--- src/rtl/sync_pkg.sv ---
// Shared types and defaults for the bus launcher.
// SYNC_BUS_LAUNCHER_ACK_EN adds the WAIT_ACK state to the state type.
package sync_pkg;

    localparam int DEF_DATA_WIDTH = 8;
    localparam int DEF_EN_CYCLES  = 4;
    localparam int DEF_GAP_CYCLES = 4;

`ifdef SYNC_BUS_LAUNCHER_ACK_EN
    typedef enum logic [1:0] {
        ST_IDLE     = 2'd0,
        ST_HOLD     = 2'd1,
        ST_GAP      = 2'd2,
        ST_WAIT_ACK = 2'd3
    } launch_state_t;
`else
    typedef enum logic [1:0] {
        ST_IDLE = 2'd0,
        ST_HOLD = 2'd1,
        ST_GAP  = 2'd2
    } launch_state_t;
`endif

    function automatic int max2(input int a, input int b);
        return (a > b) ? a : b;
    endfunction

endpackage

--- src/rtl/sync_bus_launcher.sv ---
// Launches one word at a time onto an unsynchronized bus with a qualifying enable level.
// Build option SYNC_BUS_LAUNCHER_ACK_EN adds a bus_ack handshake from the destination.
module sync_bus_launcher
    import sync_pkg::*;
#(
    parameter int DATA_WIDTH = DEF_DATA_WIDTH,
    parameter int EN_CYCLES  = DEF_EN_CYCLES,
    parameter int GAP_CYCLES = DEF_GAP_CYCLES
) (
    input  logic                  clk,
    input  logic                  reset,
    input  logic                  in_valid,
    input  logic [DATA_WIDTH-1:0] in_data,
`ifdef SYNC_BUS_LAUNCHER_ACK_EN
    input  logic                  bus_ack,
`endif
    output logic                  in_ready,
    output logic [DATA_WIDTH-1:0] unsync_bus,
    output logic                  bus_enable,
    output logic                  busy
);

    localparam int CNT_W = $clog2(max2(EN_CYCLES, GAP_CYCLES) + 1);
    localparam logic [CNT_W-1:0] EN_LOAD  = CNT_W'(EN_CYCLES - 1);
    localparam logic [CNT_W-1:0] GAP_LOAD = CNT_W'(GAP_CYCLES - 1);

    generate
        if (EN_CYCLES < 3 || GAP_CYCLES < 1 || DATA_WIDTH < 1) begin : g_param_check
            $error("sync_bus_launcher: need EN_CYCLES>=3, GAP_CYCLES>=1, DATA_WIDTH>=1");
        end
    endgenerate

    launch_state_t         state_q, state_d;
    logic [CNT_W-1:0]      cnt_q, cnt_d;
    logic [DATA_WIDTH-1:0] data_q, data_d;
    logic                  en_q, en_d;

    // One counter serves both phases: loaded with the phase length minus one.
    always_comb begin
        state_d = state_q;
        cnt_d   = cnt_q;
        data_d  = data_q;
        en_d    = en_q;
        case (state_q)
            ST_IDLE: begin
                if (in_valid) begin
                    state_d = ST_HOLD;
                    cnt_d   = EN_LOAD;
                    data_d  = in_data;
                    en_d    = 1'b1;
                end
            end
            ST_HOLD: begin
                if (cnt_q != '0) begin
                    cnt_d = cnt_q - CNT_W'(1);
`ifdef SYNC_BUS_LAUNCHER_ACK_EN
                end else if (bus_ack) begin
                    state_d = ST_WAIT_ACK;
                    en_d    = 1'b0;
                end
`else
                end else begin
                    state_d = ST_GAP;
                    cnt_d   = GAP_LOAD;
                    en_d    = 1'b0;
                end
`endif
            end
`ifdef SYNC_BUS_LAUNCHER_ACK_EN
            ST_WAIT_ACK: begin
                if (!bus_ack) begin
                    state_d = ST_GAP;
                    cnt_d   = GAP_LOAD;
                end
            end
`endif
            ST_GAP: begin
                if (cnt_q != '0) begin
                    cnt_d = cnt_q - CNT_W'(1);
                end else begin
                    state_d = ST_IDLE;
                end
            end
            default: begin
                state_d = ST_IDLE;
                cnt_d   = '0;
                en_d    = 1'b0;
            end
        endcase
    end

    always_ff @(posedge clk) begin
        if (reset) begin
            state_q <= ST_IDLE;
            cnt_q   <= '0;
            data_q  <= '0;
            en_q    <= 1'b0;
        end else begin
            state_q <= state_d;
            cnt_q   <= cnt_d;
            data_q  <= data_d;
            en_q    <= en_d;
        end
    end

    assign in_ready   = (state_q == ST_IDLE) && !reset;
    assign busy       = (state_q != ST_IDLE);
    assign unsync_bus = data_q;
    assign bus_enable = en_q;

endmodule

--- config.mk ---
export PLATFORM = sky130hd
export DESIGN_NAME = sync_bus_launcher
export DESIGN_NICKNAME = d
export VERILOG_FILES = /design/src/rtl/sync_pkg.sv /design/src/rtl/sync_bus_launcher.sv
export SDC_FILE = /design/constraint.sdc
export NUM_CORES = 1
export LEC_CHECK = 0
export CORE_MARGIN = 2
export CORE_UTILIZATION = 41
export CTS_CLUSTER_DIAMETER = 200
export DETAILED_ROUTE_END_ITERATION = 10
export DONT_BUFFER_PORTS = 1
export PLACE_DENSITY = 0.54
export REMOVE_ABC_BUFFERS = 1
export SYNTH_ARGS = -nofsm -noshare
export SYNTH_HDL_FRONTEND = slang
export SYNTH_SLANG_ARGS = --single-unit
--- constraint.sdc ---
create_clock -name clk -period 1.95 [get_ports clk]
set_clock_uncertainty 0.15 [all_clocks]
set_input_delay 0 -clock clk [delete_from_list [all_inputs] [get_ports clk]]
set_output_delay 0 -clock clk [all_outputs]
set_load 0.02 [all_outputs]
==> impl_metrics.env <==
export IMPL_outcome="finished clean"
export IMPL_grt_pass1_wl_mm=2.297
export IMPL_place_inst=97
export IMPL_post_synth_top_area_cell="dfxtp_1"
export IMPL_ys_top_cells_by_area="dfxtp_1 (42%), nand2_1 (10%), a21oi_1 (8.9%)"
export IMPL_grt_usage_pct=16.08
export IMPL_power_switching_share_pct=32.29
export IMPL_layout_cell_area_non_filler_um2=813.3
export IMPL_critical_path_class="flip-flop to flip-flop"
export IMPL_syn_instance_count=84
export IMPL_detail_route_first_pass_iterations=4
export IMPL_place_port_buffers=0
export IMPL_critical_path_launch_point_type="flip-flop"
export IMPL_yosysTopAreaCellShare_pct=41.71
export IMPL_syn_area_um2=671.9
export IMPL_grt_antenna_before_repair=0
export IMPL_grt_overflow=0
export IMPL_drv_max_cap_violation_count=0
export IMPL_achievable_frequency_mhz=578.5
export IMPL_place_congestion=0.6797
export IMPL_cts_clk_slew_worst_paths_ps=80
export IMPL_final_antenna_net_count=0
export IMPL_timing_hold_violations_final=0
export IMPL_hold_path_class="primary input to flip-flop"
export IMPL_final_setup_viol_count=0
export IMPL_crit_path_max_incr_delay_ps=580
export IMPL_boundaryPins=22
export IMPL_cts_num_sinks=14
export IMPL_clk_tree_root_cell="clkbuf_4"
export IMPL_final_min_clock_period_ps=1729
export IMPL_ff_latch_count_synth=14
export IMPL_p_switching_uw=247.4
export IMPL_vdd_ir_drop_max_mv=0.5729
export IMPL_clock_latency_ps=270
export IMPL_internal_cell_power_uw=518.8
export IMPL_critical_path_endpoint_type="flip-flop"
export IMPL_num_antenna_cells=0
export IMPL_drc=0
export IMPL_die_w_um=44.48
export IMPL_cts_htree_levels=1
export IMPL_timing_critical_path_slowest_stage_cell="dlygate4sd3_1"
export IMPL_worst_path_most_repeated_cell="nand2_1"
export IMPL_floorplan_die_area_um2=1978
export IMPL_power_density_nw_per_um2=942.2
export IMPL_fin_util_pct=53.37
export IMPL_drive_gt1_share_pct=10.53
export IMPL_crit_buf_inv=1
export IMPL_leading_cell_type_in_the_layout_fill_and_taps_excluded="nand2_1"
export IMPL_rsz0062_at_grt="no"
export IMPL_first_iter_violations=4
export IMPL_placementRows=14
export IMPL_final_instance_count_excl_fill=111
export IMPL_share_clk_of_total_power_pct=26.3
export IMPL_power_frac_seq_pct=47.4
export IMPL_syn2layout_area_growth_pct=21.04
export IMPL_num_vias=586
export IMPL_cp_cell_sequence="nor2_2 -> nand2_1 -> nand2_1 -> a21oi_1 -> dlygate4sd3_1"
export IMPL_rrSetupSlack_ps=220
export IMPL_netlist_cell_type_count=27
export IMPL_ys_seq_area_share_pct=41.71
export IMPL_dp_final_hpwl_um=920.4
export IMPL_cts_root_to_sink_buffers=2
export IMPL_cts_buffers=3
export IMPL_effective_utilization_at_floorplan_pct=44.09
export IMPL_max_slew_margin_pct=62.19
export IMPL_cp_required_ps=1970
export IMPL_tightest_slew_ps=565.3
export IMPL_timing_critical_path_max_delay_family="buffers and inverters"
export IMPL_die_h_um=44.48
export IMPL_drt_wl_total_mm=1.366
export IMPL_post_drt_wl_per_cell_um=12.31
export IMPL_maxSlewViolCount=0
export IMPL_clock_tree_from_tritoncts="done"
export IMPL_core_um2=1524
export IMPL_synth_area_per_cell_um2=7.999
export IMPL_totalNegativeSetupSlack_ps=0
export IMPL_most_used_cells_in_the_layout_excluding_fill_and_tap_cells="nand2_1 (18), dfxtp_1 (13), a21oi_1 (12), dlygate4sd3_1 (10)"
export IMPL_final_min_period_over_clock_period_pct=88.64
export IMPL_vias_in_the_first_global_route=569
export IMPL_power_total_uw=766.3
export IMPL_layout_nets=109
export IMPL_power_combinational_fraction_pct=26.3
export IMPL_p_leak_uw=0.0003317
export IMPL_synth_warning_count=0
export IMPL_placed_inst_area_um2=674.4
export IMPL_grt_max_degree=16
export IMPL_drt_vias_per_instance=5.279
export IMPL_worst_ep_arrival_time_ps=1750
export IMPL_crit_path_max_fanout=9
layout make-up:
cell class                      count  area (um2)
Fill cell                         167       710.7
Multi-Input combinational cell     60       345.3
Sequential cell                    14       281.5
Timing Repair Buffer               11       107.6
Clock buffer                        4       36.28
Inverter                            6       22.52
Tap cell                           16       20.02
tightest hold or removal path, cell delays in order:
cell and delay [ps]:
nand2_1 30, a21oi_1 50, dlygate4sd3_1 550
final timing paths:
| path | start | to | cells after the start |
|---|---|---|---|
| setup / recovery | state_q[0] | unsync_bus[0] | 5 |
| hold / removal | in_data[0] | unsync_bus[0] | 3 |
| setup reg to reg | state_q[0] | unsync_bus[0] | 5 |
| hold reg to reg | cnt_q[1] | cnt_q[1] | 2 |
Yosys cell counts, drive strengths merged:
library cell  count
a22oi             2
nand2b            1
and2b             2
and3b             1
a21oi            12
nor2b             2
o21ai             1
inv               6
and2              1
buf               3
nand3             1
a2bb2oi           1
nor2              7
xnor2             1
a31oi             1
dfxtp            14
nand2            18
nor3              2
ha                2
a311oi            1
o22ai             1
clkbuf            1
o221ai            1
a2111oi           2
metrics by stage:
| stage | worst slack (ps) | hold slack, ps |
|---|---|---|
| 6_report | 221.5 | 251.0 |
| 5_1_grt | 92.98 | 247.9 |
| 4_1_cts | 90.43 | 233.9 |
| 3_5_place_dp | 331.9 | -77.88 |
| 3_3_place_gp | 381.5 | -79.08 |
| 2_1_floorplan | 419.7 | -81.14 |
power groups by stage:
stage	Clock (uW)	Sequential (uW)	Combinational, uW
floorplan	0	367	146
global placement	0	368	176
detailed placement	0	368	179
CTS	212	363	202
global route	222	368	228
finish	202	363	201
flip-flops by register name (all words and copies together) (netlist names):
signal / flops
bus_enable: 1
cnt_q: 3
state_q: 2
unsync_bus: 8
kinds of logic after synthesis:
group	Yosys count	share of synthesized area [%]
XOR/XNOR	1	1.304
adder cells (fa/ha/maj)	2	3.724
AND/OR/NAND/NOR	35	24.95
flip-flops	14	41.71
buffers and inverters	10	7.076
AO/OA/AOI/OAI	22	21.23
routing by layer:
layer,global-route usage [%],up-vias,routed length [um]
li1,-,309,-
met3,6.531,2,79
met2,26.67,16,649
met1,18.56,259,626
met5,0,-,0
met4,5.455,0,10
repair_timing:
action	CTS	global route
gates resized for setup	0	2
hold endpoints to repair	15	0
hold buffers	10	0
buffers inserted	0	0
setup endpoints to repair	0	1
No activity file was read; power rests on OpenSTA's default activity.
